## config.mk

```make
export PLATFORM = sky130hd
export DESIGN_NAME = axi_lite_bresp_arbiter_flat
export DESIGN_NICKNAME = d
export VERILOG_FILES = /design/src/rtl/axi_lite_pkg.sv /design/src/rtl/axi_lite_bresp_arbiter_if.sv /design/src/rtl/rr_arbiter.sv /design/src/rtl/axi_lite_bresp_arbiter.sv /design/src/flat_wrapper.sv
export SDC_FILE = /design/constraint.sdc
export NUM_CORES = 1
export LEC_CHECK = 0
export ABC_AREA = 1
export ABC_CLOCK_PERIOD_IN_PS = 2600
export BUFFER_PORTS_ARGS = -buffer_cell sky130_fd_sc_hd__buf_2
export CORE_ASPECT_RATIO = 1.5
export CORE_MARGIN = 3
export CORE_UTILIZATION = 51
export DETAILED_ROUTE_END_ITERATION = 7
export HOLD_SLACK_MARGIN = 0.1
export PLACE_DENSITY = 0.79
export RECOVER_POWER = 100
export SYNTH_ARGS = -nofsm -noshare
export SYNTH_HDL_FRONTEND = slang
export SYNTH_SLANG_ARGS = --single-unit
```

## constraint.sdc

```tcl
create_clock -name ACLK -period 2.6 [get_ports ACLK]
set_input_delay 0.78 -clock ACLK [delete_from_list [all_inputs] [get_ports ACLK]]
set_output_delay 0.78 -clock ACLK [all_outputs]
set_load 0.03 [all_outputs]
```

## src/rtl/axi_lite_pkg.sv

```systemverilog
// Shared AXI4-Lite definitions: response encodings and widths.
// Used by the B-channel arbiter and its interface.
package axi_lite_pkg;

    localparam int RESP_W = 2;

    typedef enum logic [RESP_W-1:0] {
        OKAY   = 2'b00,
        EXOKAY = 2'b01,
        SLVERR = 2'b10,
        DECERR = 2'b11
    } bresp_e;

    // SLVERR and DECERR both carry bit 1 set.
    function automatic logic is_err(input logic [RESP_W-1:0] resp);
        return resp[1];
    endfunction

endpackage

```

## src/rtl/axi_lite_bresp_arbiter_if.sv

```systemverilog
// Write-response bundle: N slave-side B channels plus the shared
// master-side B channel.
interface axi_lite_bresp_arbiter_if
    import axi_lite_pkg::*;
#(
    parameter int N_SLV = 4,
    parameter int IDX_W = $clog2(N_SLV)
);
    logic [N_SLV-1:0]        s_BVALID;
    logic [RESP_W*N_SLV-1:0] s_BRESP;
    logic [N_SLV-1:0]        s_BREADY;
    logic                    m_BVALID;
    logic [RESP_W-1:0]       m_BRESP;
    logic [IDX_W-1:0]        m_BID;
    logic                    m_BREADY;

    // Arbiter view: receives slave responses, drives the master.
    modport slave (
        input  s_BVALID, s_BRESP, m_BREADY,
        output s_BREADY, m_BVALID, m_BRESP, m_BID
    );

    // Environment view: slaves plus master, opposite directions.
    modport master (
        output s_BVALID, s_BRESP, m_BREADY,
        input  s_BREADY, m_BVALID, m_BRESP, m_BID
    );
endinterface

```

## src/rtl/rr_arbiter.sv

```systemverilog
// Combinational round-robin picker: first request after 'last',
// wrapping modulo N.
module rr_arbiter #(
    parameter int N     = 4,
    parameter int IDX_W = $clog2(N)
) (
    input  logic [N-1:0]     req,
    input  logic [IDX_W-1:0] last,
    output logic             any,
    output logic [IDX_W-1:0] idx
);
    // Scan last+1, last+2, ... and keep the first hit.
    always_comb begin
        logic             found;
        logic [IDX_W-1:0] cand;
        int               pos;
        any   = |req;
        idx   = '0;
        found = 1'b0;
        cand  = '0;
        pos   = 0;
        for (int k = 1; k <= N; k++) begin
            pos  = (int'(last) + k) % N;
            cand = IDX_W'(pos);
            if (!found && req[cand]) begin
                found = 1'b1;
                idx   = cand;
            end
        end
    end
endmodule

```

## src/rtl/axi_lite_bresp_arbiter.sv

```systemverilog
// Shares one AXI4-Lite B channel among N_SLV slaves with a
// round-robin grant, one-entry output buffer and error counter.
module axi_lite_bresp_arbiter
    import axi_lite_pkg::*;
#(
    parameter int N_SLV    = 4,
    parameter int IDX_W    = $clog2(N_SLV),
    parameter int ERRCNT_W = 8
) (
    input  logic                ACLK,
    input  logic                ARESETn,
    axi_lite_bresp_arbiter_if.slave bus,
    output logic [ERRCNT_W-1:0] err_cnt,
    input  logic                err_clr
);
    logic              any;
    logic [IDX_W-1:0]  sel;
    logic [IDX_W-1:0]  last_grant;
    logic              load;
    logic              drain;
    logic [RESP_W-1:0] sel_resp;
    logic              out_valid;
    logic [RESP_W-1:0] out_resp;
    logic [IDX_W-1:0]  out_id;

    rr_arbiter #(
        .N     (N_SLV),
        .IDX_W (IDX_W)
    ) u_rr (
        .req  (bus.s_BVALID),
        .last (last_grant),
        .any  (any),
        .idx  (sel)
    );

    assign drain = out_valid && bus.m_BREADY;
    assign load  = any && (!out_valid || bus.m_BREADY);

    // Route the winner's response and handshake its ready.
    always_comb begin
        sel_resp     = '0;
        bus.s_BREADY = '0;
        for (int i = 0; i < N_SLV; i++) begin
            if (sel == IDX_W'(i)) begin
                sel_resp        = bus.s_BRESP[RESP_W*i +: RESP_W];
                bus.s_BREADY[i] = load;
            end
        end
    end

    // Output buffer: load overrides drain for back-to-back flow.
    always_ff @(posedge ACLK or negedge ARESETn) begin
        if (!ARESETn) begin
            out_valid  <= 1'b0;
            out_resp   <= '0;
            out_id     <= '0;
            last_grant <= IDX_W'(N_SLV - 1);
        end else if (load) begin
            out_valid  <= 1'b1;
            out_resp   <= sel_resp;
            out_id     <= sel;
            last_grant <= sel;
        end else if (drain) begin
            out_valid <= 1'b0;
            out_resp  <= '0;
        end
    end

    // Saturating count of error responses taken by the master.
    always_ff @(posedge ACLK or negedge ARESETn) begin
        if (!ARESETn) begin
            err_cnt <= '0;
        end else if (err_clr) begin
            err_cnt <= '0;
        end else if (drain && is_err(out_resp) && err_cnt != '1) begin
            err_cnt <= err_cnt + 1'b1;
        end
    end

    assign bus.m_BVALID = out_valid;
    assign bus.m_BRESP  = out_resp;
    assign bus.m_BID    = out_id;
endmodule

```

## src/flat_wrapper.sv

```systemverilog
// flat-port wrapper written by rule: the top's interface ports become plain ports
module axi_lite_bresp_arbiter_flat import axi_lite_pkg::*;
#(
    parameter int N_SLV    = 4,
    parameter int IDX_W    = $clog2(N_SLV),
    parameter int ERRCNT_W = 8
)
  (ACLK, ARESETn, err_cnt, err_clr, bus_s_BVALID, bus_s_BRESP, bus_m_BREADY, bus_s_BREADY, bus_m_BVALID, bus_m_BRESP, bus_m_BID);
  axi_lite_bresp_arbiter_if #(.N_SLV(N_SLV), .IDX_W(IDX_W)) bus_i ();
  input  logic ACLK;
  input  logic ARESETn;
  output logic [ERRCNT_W-1:0] err_cnt;
  input  logic err_clr;
  input wire logic [$bits(bus_i.s_BVALID)-1:0] bus_s_BVALID;
  input wire logic [$bits(bus_i.s_BRESP)-1:0] bus_s_BRESP;
  input wire logic [$bits(bus_i.m_BREADY)-1:0] bus_m_BREADY;
  output wire logic [$bits(bus_i.s_BREADY)-1:0] bus_s_BREADY;
  output wire logic [$bits(bus_i.m_BVALID)-1:0] bus_m_BVALID;
  output wire logic [$bits(bus_i.m_BRESP)-1:0] bus_m_BRESP;
  output wire logic [$bits(bus_i.m_BID)-1:0] bus_m_BID;
  assign bus_i.s_BVALID = bus_s_BVALID;
  assign bus_i.s_BRESP = bus_s_BRESP;
  assign bus_i.m_BREADY = bus_m_BREADY;
  assign bus_s_BREADY = bus_i.s_BREADY;
  assign bus_m_BVALID = bus_i.m_BVALID;
  assign bus_m_BRESP = bus_i.m_BRESP;
  assign bus_m_BID = bus_i.m_BID;
  axi_lite_bresp_arbiter #(.N_SLV(N_SLV), .IDX_W(IDX_W), .ERRCNT_W(ERRCNT_W)) u_core (.ACLK(ACLK), .ARESETn(ARESETn), .bus(bus_i), .err_cnt(err_cnt), .err_clr(err_clr));
endmodule
```

Yosys cells after proc, flatten, opt, wreduce, memory -nomap -nowiden --
Cells that the tools add are included.
Cells by class: $add $sub $neg 5, multiply operators 0, div/mod/pow operators 0, order comparisons 4, equality and inequality tests 4, shift-type cells 0, mux-type cells 29, bitwise gates (word level) 0, reductions and logical operators 16
Operators with widths (number):
- 2-bit two-way mux | 10
- 8-bit two-way mux | 2
- 1-bit two-way mux | 13
- 2-bit by 3-bit less-than comparator with 1-bit output, second input constant | 4
- 8-bit by 1-bit adder with 8-bit output, second input constant | 1
- 1-bit binary-select mux with 2-bit select | 4
- 8-bit != test, second input constant | 1
- 1-bit logical AND | 7
- 2-bit by 1-bit adder with 2-bit output, second input constant | 2
- 2-bit adder, second input constant | 2
- 2-bit equality test, second input constant | 2
- 1-bit zero test | 4
- 2-bit nonzero test | 2
- 4-bit OR reduction | 1
- 2-bit by 1-bit equality test with 1-bit output, second input constant | 1
- 2-bit zero test | 1
- 1-bit logical OR | 1
Storage, ports and cells: register bits after elaboration 15, bits in latches 0, RAM bits 0, bits in read-only memories 0, output and inout port bits 17, word-level logic and storage cells 63, memories 0

Logic depth before layout (Yosys ltp) --
depth in word-level cells 19, depth in mapped cells 15, mapped depth without buffers 15

Modules after synthesis --
A second synthesis with hierarchy kept.
Unflattened totals: cells, all modules 175, area, all modules 1181.1 µm²
Modules (own cells, without submodules):
- axi_lite_bresp_arbiter | times used 1, cells an instance 125, area an instance 879.6 µm², sequential area each 377.9 µm²
- rr_arbiter | times used 1, cells an instance 50, area an instance 301.5 µm², sequential area each 0.0 µm²

Worst setup path after synthesis --
Ideal clock, no wire load.
path kind input port to output port, start point in bus_s_BVALID[3], end point out bus_s_BREADY[2], arrival time 2.018 ns, slack -0.198 ns, stages on the path 11, path through inv_1 -> nand2_2 -> nand3_1 -> nand2_4 -> nor2_8 -> nand3_1 -> nand3_2 -> nand2_4 -> inv_2 -> nand2_1 -> nor2_1
Between the ends: word-level cells in the longest chain between the ends 14, elaborated cells on any way between the ends 25, those cells by class eq/ne: 1; mux: 16; reduce/logical: 8
RTL lines:
- start, declared | line flat_wrapper.sv:14 | input wire logic [$bits(bus_i.s_BVALID)-1:0] bus_s_BVALID;
- 1-bit binary-select mux with 2-bit select | line rr_arbiter.sv:25 | if (!found && req[cand]) begin
- 1-bit two-way mux (implied by the code) | line rr_arbiter.sv:25
- 1-bit two-way mux | line rr_arbiter.sv:25
- 1-bit zero test | line rr_arbiter.sv:25
- 1-bit logical AND | line rr_arbiter.sv:25
- 1-bit two-way mux | line rr_arbiter.sv:25
- 1-bit zero test | line rr_arbiter.sv:25
- 1-bit logical AND | line rr_arbiter.sv:25
- 1-bit two-way mux | line rr_arbiter.sv:25
- 1-bit zero test | line rr_arbiter.sv:25
- 1-bit logical AND | line rr_arbiter.sv:25
- 2-bit two-way mux | line rr_arbiter.sv:25
- 2-bit equality test | line axi_lite_bresp_arbiter.sv:44 | if (sel == IDX_W'(i)) begin
- 1-bit two-way mux (*) | line axi_lite_bresp_arbiter.sv:44
- end, declared | line flat_wrapper.sv:17 | output wire logic [$bits(bus_i.s_BREADY)-1:0] bus_s_BREADY;
Mark *: on every way between the ends. The rest lies on a longest branch, timed or not. The select of a mux whose other input is x is not followed.

Worst setup path after layout --
start point reg u_core.last_grant[0], end point out bus_s_BREADY[2]
Between the ends: word-level cells in the longest chain between the ends 15, elaborated cells on any way between the ends 27, those cells by class add/sub: 4; eq/ne: 1; mux: 16; reduce/logical: 6
RTL lines:
- start, declared | line axi_lite_bresp_arbiter.sv:18 | logic [IDX_W-1:0] last_grant;
- start signal, assigned | line axi_lite_bresp_arbiter.sv:57 | last_grant <= IDX_W'(N_SLV - 1);
- start signal, assigned | line axi_lite_bresp_arbiter.sv:62 | last_grant <= sel;
- 2-bit by 1-bit adder with 2-bit output | line rr_arbiter.sv:23 | pos = (int'(last) + k) % N;
- 1-bit binary-select mux with 2-bit select | line rr_arbiter.sv:25
- 1-bit two-way mux (implied by the code) | line rr_arbiter.sv:25
- 1-bit two-way mux | line rr_arbiter.sv:25
- 1-bit zero test | line rr_arbiter.sv:25
- 1-bit logical AND | line rr_arbiter.sv:25
- 1-bit two-way mux | line rr_arbiter.sv:25
- 1-bit zero test | line rr_arbiter.sv:25
- 1-bit logical AND | line rr_arbiter.sv:25
- 1-bit two-way mux | line rr_arbiter.sv:25
- 1-bit zero test | line rr_arbiter.sv:25
- 1-bit logical AND | line rr_arbiter.sv:25
- 2-bit two-way mux (*) | line rr_arbiter.sv:25
- 2-bit equality test (*) | line axi_lite_bresp_arbiter.sv:44
- 1-bit two-way mux (*) | line axi_lite_bresp_arbiter.sv:44
Marked as above.

==> summary.txt <==
Route
  – Vias per cell: approximately 5.6
  – Final wirelength: roughly 4000 um
  – Via count: 1401
  – DRC viols: 0
  – Post-route ant nets: 0
  – Wire per inst: between 15 and 20 um
  – First-pass iteration count of the detailed router: 4
  – First DRT Iteration DRCs: between 40 and 50

Pwr
  – Max IR drop VDD: 0.9902 mV
  – Power density cells: 1510 mW/mm^2
  – Leakage: 0.0009143 uW

Critical path
  – Worst-path fanout max: 5
  – Data arrival, critical path: approximately 2.2 ns
  – Setup Crit Path Kind: reg2out
  – Worst Path Required: approximately 1.8 ns
  – Worst Setup End Kind: output port
  – Startpoint Class: flip-flop

Timing
  – Final Hold Fails: 0
  – Worst Skew: roughly 0.0012 ns
  – Minimum clock period: around 3 ns
  – Crit share post-route: 114.9%
  – Unrepaired setup endpoints after global routing: yes
  – Final setup fails: 4
  – Setup WS post-layout: -0.3879 ns
  – Max Freq: 334.7 MHz
  – Worst Max-Slew Pin Slew: roughly 0.8 ns
  – Slew headroom: ~45%
  – Fin. max-slew vios: 0

Job
  – Number of max-cap violations: 0

CTS
  – Root Driver: clkbuf_4
  – Sink Count: 15
  – CTS tree: built
  – CTS H-tree lvls: 1
  – Maximum root-to-sink buffer count: 2
  – Num CTS Buffers: 3
  – Worst-Skew Late Latency: ~0.28 ns
  – Worst-path clk slew: 0.09 ns

Placed design
  – Port buffer count: 32
  – Final GP Congestion: about 0.87
  – Post-DP HPWL: ~2500 um
  – Dpl cell area: between 0.0015 and 0.002 mm^2

Synthesis
  – Sequential cell area fraction in the yosys report: about a third
  – Area leader, netlist: dfrtp_1
  – Ys async rst share: 100.0%
  – Mean post-synth cell area: between 7 and 8 um^2
  – Synthesized netlist cell count: between 150 and 200
  – Synth top area cells: dfrtp_1 28%, nand2_1 13%, inv_1 7.8%
  – Top-count cell post-synth: nand2_1
  – List of most frequent post-synthesis cells: 40 x nand2_1, 24 x inv_1, 13 x dfrtp_1, 13 x nand3_1, 12 x nor2_1
  – Yosys warning total: 0
  – Synth unique cells: 25
  – Mapped cell area: between 0.001 and 0.0015 mm^2
  – Syn Nets: roughly 180
  – Post-synthesis register bit count: 15
  – Post-synth EDFFs: 0
  – Share of the synthesized area in the top cell type: ~28%
  – Main flop type after synthesis: dfrtp_1

Final layout
  – Non-Filler Cell Area, Final: 0.001785 mm^2
  – Syn-to-layout area delta: 54.44%
  – ANT cells: 0
  – Layout cells sized above 1: between 40% and 50%
  – Share of the core filled with cells: 84.94%
  – Layout Nets: 246

Global routing
  – Initial antenna violation count: 0
  – GRT Total Usage: 24.01%
  – First-pass GRT wire length: 5326 um
  – Total global routing overflow: 0
  – Vias in the first global route: 1344
  – Largest net degree at the start of global routing: 16

Worst hold path
  – Min-Delay Path Class: reg2reg

Status
  – Run status: finished with violations
  – Failing checks: setup timing

Die
  – Die Ht: 64.31 um
  – Die extent in x: between 40 and 50 um
  – Initial core utilization: approximately 55%
  – CORE AREA: around 0.0021 mm^2
  – Die area: a little under 0.003 mm^2
  – I/O Pins: 33
  – FP Rows: 20
-- what timing repair did --
action,in CTS,in global routing
pin swaps,4,12
cloned,0,1
resized for setup,15,30
setup endpoints to repair,4,4
buffers inserted,5,4
hold buffers,0,0
-- final cells by class --
| class | instances | area [um^2] |
|---|---|---|
| clock buffer | 4 | 26.28 |
| fill | 127 | 316.6 |
| inverter | 28 | 115.1 |
| multi-input combinational | 117 | 802.0 |
| sequential | 15 | 377.9 |
| tap | 22 | 27.53 |
| timing repair buffer | 63 | 430.4 |
| timing repair inverter | 1 | 6.256 |
-- worst max-delay path, stage by stage, from the launching register on --
cell and delay, ns:
dfstp_2 0.64, clkinv_4 0.13, nand2_1 0.10, nand3_1 0.09, nand2_1 0.13, nand4_1 0.18
nand3_2 0.17, nand2_4 0.10, inv_6 0.09, nand2_4 0.05, nor2_4 0.09, buf_6 0.13
-- cells by family after synthesis --
logic type / count (synthesis) / synth area share (%)
buffers and inverters: 29 / 10.06
DFF: 15 / 32.68
AOI/OAI and AO/OA: 20 / 10.39
adders and majority gates: 1 / 1.082
and+or+nand+nor: 96 / 45.78
-- power by group --
group          internal (uW)  switching [uW]  leakage, uW
registers                303            53.6     0.000189
logic                    908            1300     0.000711
clock network           59.5            75.7    0.0000150
total                   1270            1430     0.000914
-- placed cells by master, fill, tap and decap left out, drive strengths merged --
cell	count
o21ai	9
dfstp	2
nor2	13
or2	1
nand4	5
a211oi	2
nor3	4
nand3b	2
nor4	1
nand2	54
ha	1
inv	28
a21oi	6
clkinv	1
buf	49
dfrtp	13
a21boi	1
o21bai	2
nand3	16
clkbuf	18
-- final timing paths --
kind / start / end / slack, ns / depth (start not counted)
min in group asynchronous: ARESETn / u_core.bus.m_BRESP[0] / 0.56 / 1
hold reg to reg: u_core.err_cnt[3] / u_core.err_cnt[3] / 0.52 / 1
max in group asynchronous: ARESETn / u_core.bus.m_BID[0] / 1.54 / 1
setup reg to reg: u_core.last_grant[0] / u_core.bus.m_BRESP[1] / 0.38 / 15
setup / recovery: u_core.last_grant[0] / bus_s_BREADY[2] / -0.39 / 11
hold / removal: u_core.err_cnt[3] / u_core.err_cnt[3] / 0.52 / 1
-- per-stage QoR --
step | setup WS, ns | instances | hold slack (ns) | TNS (ns) | total power, uW
floorplan | -0.08679 | 161 | 0.4844 | -0.1574 | 1373
CTS | -0.2599 | 245 | 0.3954 | -0.9338 | 2218
finish | -0.3879 | 250 | 0.5198 | -1.476 | 2697
global route | -0.4912 | 250 | 0.5341 | -1.807 | 2827
detailed placement | -0.2787 | 236 | 0.4790 | -0.9276 | 1933
global placement | -0.2325 | 236 | 0.4625 | -0.8103 | 1871
-- flip-flops by register name, summed over array words and instances (netlist names) --
| name | cells |
|---|---|
| u_core.bus.m_BID | 2 |
| u_core.bus.m_BRESP | 2 |
| u_core.bus.m_BVALID | 1 |
| u_core.last_grant | 2 |
| u_core.err_cnt | 8 |
-- per-layer routing --
layer	wire length (um)	GRT usage, %	part of all wire [%]
met1	1422	24.19	35
met2	2227	46.22	55
met3	189	1.972	4.6
met4	234	10.99	5.7
met5	0	0	0
Power figures use the tool's default switching activity.
